### src/rtl/cpu_isa_pkg.sv
// rtl/cpu_isa_pkg.sv - ISA encodings, legality screen and issuer FSM states (ISSUE_TIMEOUT_EN adds HALT)
package cpu_isa_pkg;

  localparam logic [2:0] OPC_MOV = 3'b110;
  localparam logic [2:0] OPC_ALU = 3'b101;

  localparam logic [1:0] OP_MOV_IMM = 2'b10;
  localparam logic [1:0] OP_MOV_REG = 2'b00;
  localparam logic [1:0] OP_ADD     = 2'b00;
  localparam logic [1:0] OP_CMP     = 2'b01;
  localparam logic [1:0] OP_AND     = 2'b10;
  localparam logic [1:0] OP_MVN     = 2'b11;

  typedef enum logic [2:0] {
    S_IDLE,
    S_LOAD,
    S_START,
    S_BUSY
`ifdef ISSUE_TIMEOUT_EN
    , S_HALT
`endif
  } state_t;

  // key is {opcode, op} = word[15:11]; only encodings the cpu controller decodes pass
  function automatic logic is_legal(input logic [4:0] key);
    logic ok;
    ok = 1'b0;
    if (key == {OPC_MOV, OP_MOV_IMM}) ok = 1'b1;
    if (key == {OPC_MOV, OP_MOV_REG}) ok = 1'b1;
    if (key == {OPC_ALU, OP_ADD})     ok = 1'b1;
    if (key == {OPC_ALU, OP_CMP})     ok = 1'b1;
    if (key == {OPC_ALU, OP_AND})     ok = 1'b1;
    if (key == {OPC_ALU, OP_MVN})     ok = 1'b1;
    return ok;
  endfunction

endpackage

### src/rtl/instr_fifo.sv
// rtl/instr_fifo.sv - instruction buffer with sticky overflow flag
module instr_fifo #(
  parameter int DEPTH = 8,
  parameter int AW    = 3
) (
  input  logic        clk,
  input  logic        reset,
  input  logic        wr_en,
  input  logic [15:0] wr_data,
  input  logic        pop,
  output logic [15:0] rd_data,
  output logic        empty,
  output logic        full,
  output logic        ovf
);

  logic [15:0] mem [DEPTH];
  logic [AW-1:0] wr_ptr;
  logic [AW-1:0] rd_ptr;
  logic [AW:0]   count;
  logic          do_push;
  logic          do_pop;

  assign empty   = (count == '0);
  assign full    = (count == (AW+1)'(DEPTH));
  assign do_pop  = pop & ~empty;
  // a pop in the same cycle frees the slot, so a push is accepted even when full
  assign do_push = wr_en & (~full | do_pop);
  assign rd_data = mem[rd_ptr];

  // storage writes; contents need no reset since count gates visibility
  always_ff @(posedge clk) begin
    if (do_push) mem[wr_ptr] <= wr_data;
  end

  // pointers, occupancy and sticky overflow
  always_ff @(posedge clk) begin
    if (reset) begin
      wr_ptr <= '0;
      rd_ptr <= '0;
      count  <= '0;
      ovf    <= 1'b0;
    end else begin
      if (do_push) wr_ptr <= wr_ptr + 1'b1;
      if (do_pop)  rd_ptr <= rd_ptr + 1'b1;
      if (do_push && !do_pop)      count <= count + 1'b1;
      else if (do_pop && !do_push) count <= count - 1'b1;
      if (wr_en && full && !do_pop) ovf <= 1'b1;
    end
  end

endmodule

### src/rtl/cpu_instr_issuer.sv
// rtl/cpu_instr_issuer.sv - buffered load/s/w instruction issuer; ISSUE_TIMEOUT_EN enables hang detection
module cpu_instr_issuer
  import cpu_isa_pkg::*;
#(
  parameter int DEPTH   = 8,
  parameter int AW      = 3,
  parameter int TIMEOUT = 16
) (
  input  logic        clk,
  input  logic        reset,
  input  logic        wr_en,
  input  logic [15:0] wr_data,
  input  logic        run,
  input  logic        cpu_w,
  output logic [15:0] cpu_in,
  output logic        cpu_load,
  output logic        cpu_s,
  output logic        busy,
  output logic        done,
  output logic        empty,
  output logic        full,
  output logic        err_illegal,
  output logic        err_ovf,
  output logic        err_timeout,
  output logic [7:0]  issued_cnt
);

  state_t      state;
  state_t      next_state;
  logic [15:0] head;
  logic        pop;
  logic        load_in;
  logic        set_illegal;
  logic        set_timeout;
  logic        count_done;

  instr_fifo #(.DEPTH(DEPTH), .AW(AW)) u_fifo (
    .clk     (clk),
    .reset   (reset),
    .wr_en   (wr_en),
    .wr_data (wr_data),
    .pop     (pop),
    .rd_data (head),
    .empty   (empty),
    .full    (full),
    .ovf     (err_ovf)
  );

`ifdef ISSUE_TIMEOUT_EN
  logic [7:0] to_cnt;
  logic       to_hit;

  assign to_hit = (to_cnt == 8'(TIMEOUT - 1));

  // busy-cycle counter, restarted each START
  always_ff @(posedge clk) begin
    if (reset)                 to_cnt <= '0;
    else if (state == S_START) to_cnt <= '0;
    else if (state == S_BUSY)  to_cnt <= to_cnt + 1'b1;
  end

  // sticky hang flag
  always_ff @(posedge clk) begin
    if (reset)            err_timeout <= 1'b0;
    else if (set_timeout) err_timeout <= 1'b1;
  end
`else
  logic [7:0] unused_timeout;
  assign unused_timeout = 8'(TIMEOUT);
  assign err_timeout    = 1'b0;
`endif

  // state register
  always_ff @(posedge clk) begin
    if (reset) state <= S_IDLE;
    else       state <= next_state;
  end

  // next-state and handshake strobes
  always_comb begin
    next_state  = state;
    cpu_load    = 1'b0;
    cpu_s       = 1'b0;
    done        = 1'b0;
    pop         = 1'b0;
    load_in     = 1'b0;
    set_illegal = 1'b0;
    set_timeout = 1'b0;
    count_done  = 1'b0;
    case (state)
      S_IDLE: begin
        if (!empty && run && cpu_w) begin
          if (is_legal(head[15:11])) begin
            next_state = S_LOAD;
            load_in    = 1'b1;
          end else begin
            pop         = 1'b1;
            set_illegal = 1'b1;
          end
        end
      end
      S_LOAD: begin
        cpu_load   = 1'b1;
        pop        = 1'b1;
        next_state = S_START;
      end
      S_START: begin
        cpu_s      = 1'b1;
        next_state = S_BUSY;
      end
      S_BUSY: begin
        if (cpu_w) begin
          done       = 1'b1;
          count_done = 1'b1;
          next_state = S_IDLE;
        end
`ifdef ISSUE_TIMEOUT_EN
        else if (to_hit) begin
          set_timeout = 1'b1;
          next_state  = S_HALT;
        end
`endif
      end
`ifdef ISSUE_TIMEOUT_EN
      S_HALT: next_state = S_HALT;
`endif
      default: next_state = S_IDLE;
    endcase
  end

  assign busy = (state != S_IDLE);

  // cpu_in is captured on entry to LOAD so it is already valid while cpu_load is high
  always_ff @(posedge clk) begin
    if (reset)        cpu_in <= '0;
    else if (load_in) cpu_in <= head;
  end

  // sticky illegal flag and completion counter
  always_ff @(posedge clk) begin
    if (reset) begin
      err_illegal <= 1'b0;
      issued_cnt  <= '0;
    end else begin
      if (set_illegal) err_illegal <= 1'b1;
      if (count_done)  issued_cnt  <= issued_cnt + 1'b1;
    end
  end

endmodule

### config.mk
export PLATFORM = sky130hd
export DESIGN_NAME = cpu_instr_issuer
export DESIGN_NICKNAME = d
export VERILOG_FILES = /design/src/rtl/cpu_isa_pkg.sv /design/src/rtl/instr_fifo.sv /design/src/rtl/cpu_instr_issuer.sv
export SDC_FILE = /design/constraint.sdc
export NUM_CORES = 1
export LEC_CHECK = 0
export CORE_MARGIN = 10
export CORE_UTILIZATION = 26
export CTS_CLUSTER_DIAMETER = 100
export DETAILED_ROUTE_END_ITERATION = 16
export PLACE_DENSITY_LB_ADDON = 0.08
export SETUP_SLACK_MARGIN = 0.3
export SYNTH_ARGS = -nofsm -noshare
export SYNTH_HDL_FRONTEND = slang
export SYNTH_SLANG_ARGS = --single-unit
### constraint.sdc
create_clock -name clk -period 5.7 [get_ports clk]
set_input_delay 1.425 -clock clk [delete_from_list [all_inputs] [get_ports clk]]
set_output_delay 1.425 -clock clk [all_outputs]
set_load 0.05 [all_outputs]
**Word-level counts from Yosys, hierarchy flattened**

Memories as Yosys holds them, arrays and structs flattened. A register that Yosys moved wholly into a read port is not among the register bits.
Cells that the tools add are included.

- Register bits: 39
- Memory bits (writable): 128
- Input port bits: 21
- Word-level logic and storage cells: 75
- Memories kept: 1

- Add/subtract/negate cells: 5
- Equality and inequality tests: 13
- Muxes and demuxes: 29
- Bitwise operators: 5
- Reductions and logical operators: 14

Memories:

| memory | words | width | rd ports | clocked after Yosys merged registers in | wr ports | RTL line | RTL |
|---|---|---|---|---|---|---|---|
| u_fifo.mem | 8 | 16 | 1 | 1 | 1 | instr_fifo.sv:17 | `logic [15:0] mem [DEPTH];` |

Operators by type and width:

| cell | count |
|---|---|
| $eq 5x5->1 const B | 6 |
| $mux 1 | 20 |
| $mux 3 | 5 |
| $pmux 3 s4 | 1 |
| $add 8x1->8 const B | 1 |
| $mux 4 | 2 |
| $add 3x1->3 const B | 2 |
| $eq 3x2->1 const B | 2 |
| $logic_and 1x1->1 | 6 |
| $ne 2x2->1 const B | 3 |
| $add 4x1->4 const B | 1 |
| $eq 4x4->1 const B | 1 |
| $logic_not 4->1 | 1 |
| $sub 4x1->4 const B | 1 |
| $eq 3x1->1 const B | 1 |
| $logic_not 1->1 | 3 |
| $logic_not 3->1 | 1 |
| $reduce_and 3->1 | 1 |
| $reduce_bool 3->1 | 1 |
| $and 1x1->1 | 2 |
| $not 1->1 | 2 |
| $pmux 1 s2 | 1 |
| $reduce_bool 2->1 | 1 |
| $or 1x1->1 | 1 |

**Depth between registers and ports, before layout**

Gate-level depths: netlist of run 1.

- Depth after elaboration: 19
- Mapped depth: 14
- Gate-level depth less buffers: 14

**Hierarchy**

A second synthesis of run 1 with hierarchy kept.

- Cells, all modules: 383
- Area total of the unflattened synthesis: 6701.4 um2

Modules (own cells, without submodules):

| module | times used | cells an instance | area an instance (um2) | seq. area each (um2) |
|---|---|---|---|---|
| instr_fifo | 1 | 262 | 5497.8 | 4124.0 |
| cpu_instr_issuer | 1 | 121 | 1203.7 | 540.5 |

**Worst setup path before layout of run 1**

No wires, ideal clock.

- Path kind: input-to-reg
- Start: in run
- End: mem u_fifo.mem[0][0] (enable)
- Data arrival time: 3.345 ns
- Data required time: 5.291 ns
- Path slack: 1.946 ns
- Stages: 4
- Cell sequence: and4_1 a41oi_4 or2_1 nor3_1

- Cells in the longest elaborated chain, start to end: 9

Ends and longest elaborated chain:

| item | RTL line | RTL |
|---|---|---|
| start: declaration | cpu_instr_issuer.sv:13 | `input logic run,` |
| $logic_and 1x1->1 (2 in series) | cpu_instr_issuer.sv:92 | `if (!empty && run && cpu_w) begin` |
| $mux 1 | cpu_instr_issuer.sv:92 |  |
| $pmux 1 s2 | cpu_instr_issuer.sv:90 | `case (state)` |
| $and 1x1->1 | instr_fifo.sv:26 | `assign do_pop = pop & ~empty;` |
| $or 1x1->1 | instr_fifo.sv:28 | `assign do_push = wr_en & (~full \| do_pop);` |
| $and 1x1->1 | instr_fifo.sv:28 |  |
| $mux 1 | instr_fifo.sv:33 | `if (do_push) mem[wr_ptr] <= wr_data;` |
| $mux 1 (implied by the code) | instr_fifo.sv:33 |  |
| end: declaration | instr_fifo.sv:17 |  |

No other way between the ends.

**Worst setup path after layout of run 1**

- Start: in cpu_w
- End: out done

- Cells in the longest elaborated chain, start to end: 2

Ends and longest elaborated chain:

| item | RTL line | RTL |
|---|---|---|
| start: declaration | cpu_instr_issuer.sv:14 | `input logic cpu_w,` |
| $mux 1 | cpu_instr_issuer.sv:112 | `if (cpu_w) begin` |
| $mux 1 | cpu_instr_issuer.sv:90 |  |
| end: declaration | cpu_instr_issuer.sv:19 | `output logic done,` |

No other way between the ends.

==> metrics.cfg, run 1 <==
[placement]
hpwl_um=9378
io_buffers=52
placed_area_um2=7656
placed_cells=772
gp_congestion=0.7172

[power_and_ir_drop]
intPower_mw=2.451
p_switching_mw=1.042
p_leak_nw=2.623
p_per_area_nw_per_um2=423.4
ir_drop_v=0.0002122
combPwrFrac_pct=23.3
pwr-share-seq_pct=43.4
sw_frac_of_total_pct=29.83
clkPwrFrac_pct=33.3

[synth]
syn-num-nets=425
synth_top_area_cell=edfxtp_1
ys_types=45
synth_area_per_cell_um2=17.03
synth_cells=393
ys_seq_elements=169
synth_most_common_cell=edfxtp_1
synth_edf_count=128
async_reset_ff_share_pct=0
synth_top_area_share_pct=57.44
ys_seq_area_share_pct=69.71
synth_area_um2=6691
synth_top_cells_by_count=edfxtp_1, dfxtp_1, nor2_1
synthTopCellsByArea=edfxtp_1, dfxtp_1, mux4_2
synth_flop_cell=edfxtp_1
yosysWarnings=0

[sta]
tightest_slew_ns=1.130
max_slew_margin_pct=24.54
min_period_ns=4.459
hold_violations=0
tns_ns=0
max_clock_freq_ghz=0.2242
whs_ns=0.4622
rsz0062_at_grt=false
setup_viol=0
finalMaxSlewViolations=0
fin_crit_sh_pct=78.24
clock_skew_ns=0.01353

[grt]
grt_overflow=0
track_usage_pct=9.717
grt_pass1_wl_um=24030
grt_start_max_net_pins=31
grt_antenna_before_repair=0
grt_pass1_vias=3804

[clocking]
cts_hold_buffers=0
cts_tree=built
max-clock-path-buffers=2
h-tree-depth=4
clkTransAtPathRegs_ns=0.06
cts_resized=0
root_buffer=clkbuf_16
cts.sinks=169
cts_buffers=17
post_cts_buffers=0
worst_skew_pair.late_latency_ns=0.42

[drt]
final_antenna_net_count=0
drc=0
vias=3508
routed_via_density=4.363
routedWlPerCell_um=19.03
first_pass_iters=5
dr.first_iter.drc_count=166
wirelength_um=15300

[worst_setup_path]
rrSetupSlack_ns=1.68
crit_path_top_delay_cell=clkdlybuf4s50_1
critPathArrivalTime_ns=3.03
worstPathCellList=clkdlybuf4s50_1, nand2_1, inv_1, clkdlybuf4s50_1
slowest_delay_ns=0.83
critical_path_class=input port to output port
required_ns=4.28
crit_path_max_fanout=5
critPathMostFrequentCell=clkdlybuf4s50_1
cp-end-kind=output port
cp-start-kind=input port
reg2reg_depth=13
reg2reg_to=u_fifo.count[3]

[finish]
area_growth_syn_to_layout_pct=23.28
utilization_pct=32.66
num_antenna_cells=0
final_nets=493
fillers=2466
final_area_um2=8249
layoutNonFillerInstCount=804
multi_input_area_um2=1914
seqCellArea_um2=4666
drive_above_1_share_pct=18.35

[run_status]
status=finished clean

[worst_hold_path]
hold_path.class=flip-flop to flip-flop
min_to=err_illegal
min_from=err_illegal
hold_depth=2

[flow_run]
cap_violations=0

[floorplanning]
pin_count=54
row_count=58
placeableCoreArea_um2=25250
dieArea_um2=32550
die-width_um=180.4
die_height_um=180.4
start_util_pct=26.50

[flip-flops by register name (all words and copies together), names as in the netlist, named ones only]
name,count
u_fifo.mem,128
state,2
cpu_in,16
issued_cnt,8
u_fifo.ovf,1
err_illegal,1
u_fifo.count,4
u_fifo.wr_ptr,3
u_fifo.rd_ptr,3
[logic make-up after synthesis]
group                    share of synthesized area [%]
AO/OA/AOI/OAI                                    4.376
XOR/XNOR                                         1.571
adder cells (fa/ha/maj)                          2.169
buffers and inverters                            1.945
flip-flops                                       69.71
multiplexers                                     14.21
other                                          0.05604
AND/OR/NAND/NOR                                  5.965
[placed cells by master (no fill, tap or decap), drive strengths merged, types with 3 or more instances in the layout]
| master | instances |
|---|---|
| a211oi | 14 |
| a21oi | 10 |
| and2 | 3 |
| buf | 13 |
| clkbuf | 19 |
| clkdlybuf4s50 | 52 |
| clkinv | 3 |
| dfxtp | 41 |
| edfxtp | 128 |
| ha | 10 |
| inv | 18 |
| mux2 | 3 |
| mux2i | 18 |
| mux4 | 32 |
| nand2 | 14 |
| nand2b | 3 |
| nand3 | 6 |
| nor2 | 40 |
| nor3 | 5 |
| o21ai | 3 |
| xnor2 | 4 |
| xor2 | 8 |
[layer usage]
layer  global-route usage [%]  share of wire (%)
met5                        0                  0
met1                    12.21                 48
met4                    3.346                1.2
met3                    2.550                2.9
met2                    15.83                 48
[metrics by stage]
step,total power [mW],worst slack (ns)
final,3.492,1.241
after global routing,3.682,1.147
after floorplan,2.124,1.946
after CTS,3.566,1.226
after detailed placement,2.383,1.238
after global placement,2.375,1.255
[cell type report]
class	instances	area share (%)
clock buffer	19	5.248
sequential	169	56.56
timing repair buffer	65	7.493
tap	330	5.005
clock inverter	13	1.941
multi-input combinational	196	23.21
inverter	12	0.5460
[power by group through the flow]
stage	sequential [mW]	combinational (mW)	clock (mW)
6_report	1.52	0.814	1.16
5_1_grt	1.53	0.894	1.26
4_1_cts	1.52	0.842	1.21
3_5_place_dp	1.54	0.839	0
3_3_place_gp	1.54	0.833	0
2_1_floorplan	1.57	0.550	0
[worst max path at each step]
stage,from,depth (start not counted),end,slack (ns)
after floorplan,run,4,u_fifo.mem[0][0],1.95
after detailed placement,cpu_w,4,done,1.24
after global routing,cpu_w,4,done,1.15
final,cpu_w,4,done,1.24
after global placement,cpu_w,4,done,1.25
after CTS,cpu_w,4,done,1.23
[critical path, delay by kind of cell]
family | cells | cell delay [ns]
simple gates | 1 | 0.11
buf+inv | 3 | 1.50
No activity file was read; power rests on OpenSTA's default activity.
==> inputs of run 2 (changes only) <==
==> constraint.sdc (replaced) <==
create_clock -name clk -period 3.85 [get_ports clk]
set_input_delay 0.9625 -clock clk [delete_from_list [all_inputs] [get_ports clk]]
set_output_delay 0.9625 -clock clk [all_outputs]
set_load 0.05 [all_outputs]
==> run 2 against run 1 <==
First-iteration DRC count grew 34%. Power grew 51%. Sequential power grew 47%. Combinational power grew 55%. Final area grew 1.8%. Register-to-register slack lost 1.1 ns. Sequential share of layout area shrank 0.93 points. Largest power group unchanged. Highest routed layer unchanged.
==> metrics.cfg, run 2 (synthesis results as in run 1) <==
[clocking]
clkTransAtPathRegs_ns=0.07  ; was 0.06 ns
cts_buffers=17  ; unchanged
cts_tree=built  ; unchanged
max-clock-path-buffers=2  ; unchanged
root_buffer=clkbuf_16  ; unchanged
worst_skew_pair.late_latency_ns=0.42  ; about the same
h-tree-depth=4  ; unchanged
cts.sinks=169  ; unchanged

[floorplanning]
start_util_pct=26.50  ; unchanged
die_height_um=180.4  ; unchanged
die-width_um=180.4  ; unchanged
pin_count=54  ; unchanged
placeableCoreArea_um2=25250  ; unchanged
dieArea_um2=32550  ; unchanged
row_count=58  ; unchanged

[power_and_ir_drop]
p_leak_nw=2.717  ; was 2.623 nW
ir_drop_v=0.0003018  ; was 0.0002122 V
p_per_area_nw_per_um2=628.2  ; was 423.4 nW/um^2
p_total_mw=5.275  ; was 3.492 mW

[placement]
dp_slack_ns=0.1809  ; was 1.238 ns
gp_congestion=0.7166  ; was 0.7172
placed_area_um2=7756  ; was 7656 um^2
hpwl_um=9980  ; was 9378 um
io_buffers=52  ; unchanged

[drt]
dr.first_iter.drc_count=222  ; was 166
drc=0  ; unchanged
routedWlPerCell_um=18.51  ; was 19.03 um
vias=3586  ; was 3508
routed_via_density=4.389  ; was 4.363
wirelength_um=15120  ; was 15300 um
final_antenna_net_count=0  ; unchanged
first_pass_iters=4  ; was 5

[sta]
clock_skew_ns=0.01132  ; was 0.01353 ns
tightest_slew_ns=0.5226  ; was 1.130 ns
max_slew_margin_pct=65.05  ; was 24.54%
rsz0062_at_grt=false  ; unchanged
tns_ns=0  ; unchanged
finalMaxSlewViolations=0  ; unchanged
hold_violations=0  ; unchanged
fin_crit_sh_pct=85.98
max_clock_freq_ghz=0.3021
min_period_ns=3.310
setup_viol=0  ; unchanged
setup_ws_ns=0.5397  ; was 1.241 ns

[grt]
grt_overflow=0  ; unchanged
grt_pass1_wl_um=23580  ; was 24030 um
track_usage_pct=9.606  ; was 9.717%
grt_start_max_net_pins=40  ; was 31
grt_pass1_vias=3814  ; was 3804
grt_antenna_before_repair=0  ; unchanged

[finish]
num_antenna_cells=0  ; unchanged
mostFrequentLayoutCell=edfxtp_1  ; unchanged
utilization_pct=33.25  ; was 32.66%
reg.largest.list=u_fifo.mem: 128 flops, cpu_in: 16 flops, issued_cnt: 8 flops  ; unchanged
largest_reg_flops=128  ; unchanged
area_growth_syn_to_layout_pct=25.49  ; was 23.28%
final_area_um2=8397  ; was 8249 um^2
final_cell_mix=edfxtp_1, clkdlybuf4s50_1, nor2_1  ; was edfxtp_1, clkdlybuf4s50_1, nor2_1, dfxtp_1, mux4_2
final_nets=506  ; was 493
largest_register=u_fifo.mem  ; unchanged
drive_above_1_share_pct=21.97  ; was 18.35%

[worst_setup_path]
cp-end-kind=output port  ; unchanged
required_ns=2.89  ; was 4.28 ns
cp-start-kind=flip-flop  ; was input port
critPathArrivalTime_ns=2.35  ; was 3.03 ns
crit_path_max_fanout=5  ; unchanged
critical_path_class=flip-flop to output port  ; was input port to output port

[flow_run]
cap_violations=0  ; unchanged

[worst_hold_path]
hold_path.class=flip-flop to flip-flop  ; unchanged

[run_status]
status=finished clean  ; unchanged

run 2: final timing paths:
kind                     end  slack [ns]             from  cells past startpoint
max                    empty        0.54  u_fifo.count[0]                      3
min              err_illegal        0.46      err_illegal                      2
max reg2reg  u_fifo.count[3]        0.57        flip-flop                     13
min reg2reg      err_illegal        0.46      err_illegal                      2
run 2: layout make-up:
class                   count  area (um^2)
clock buffers              17        425.4
clock inverters            15        191.4
fillers                  2467        16860
inverters                  12        45.04
multi-input cells         196         1922
flip-flops and latches    169         4671
well taps                 330        412.9
repair buffers             78        729.5
run 2: metrics by stage:
stage	cells	hold WS, ns
floorplan	393	0.4667
global placement	784	0.4367
detailed placement	784	0.4567
CTS	816	0.4670
global route	817	0.4999
finish	817	0.4604
run 2: critical path: stages (launching register included):
cell and delay (ns):
dfxtp_1 0.37, or4_1 0.66, inv_1 0.09, clkdlybuf4s50_1 0.81
run 2: per-layer routing:
metal | part of all wire (%) | vias to the layer above | GRT usage [%]
met3 | 3.1 | 16 | 2.610
li1 | - | 1687 | -
met4 | 1.5 | 0 | 3.445
met2 | 50 | 56 | 15.98
met1 | 45 | 1827 | 11.69
met5 | 0 | - | 0
run 2: power breakdown:
group	internal [mW]	switching [mW]	leakage [nW]
clock network	1.04	0.741	0.299
registers	2.14	0.0965	1.50
logic	0.546	0.711	0.921
run 2: timing repair:
action / CTS / global route
gates resized for setup: 1 / 5
endpoints found under the setup margin: 1 / 1
hold buffers: 0 / 0
setup buffers: 0 / 1
pin swaps: 0 / 1
cloned: 0 / 0
endpoints found under the hold margin: 0 / 0
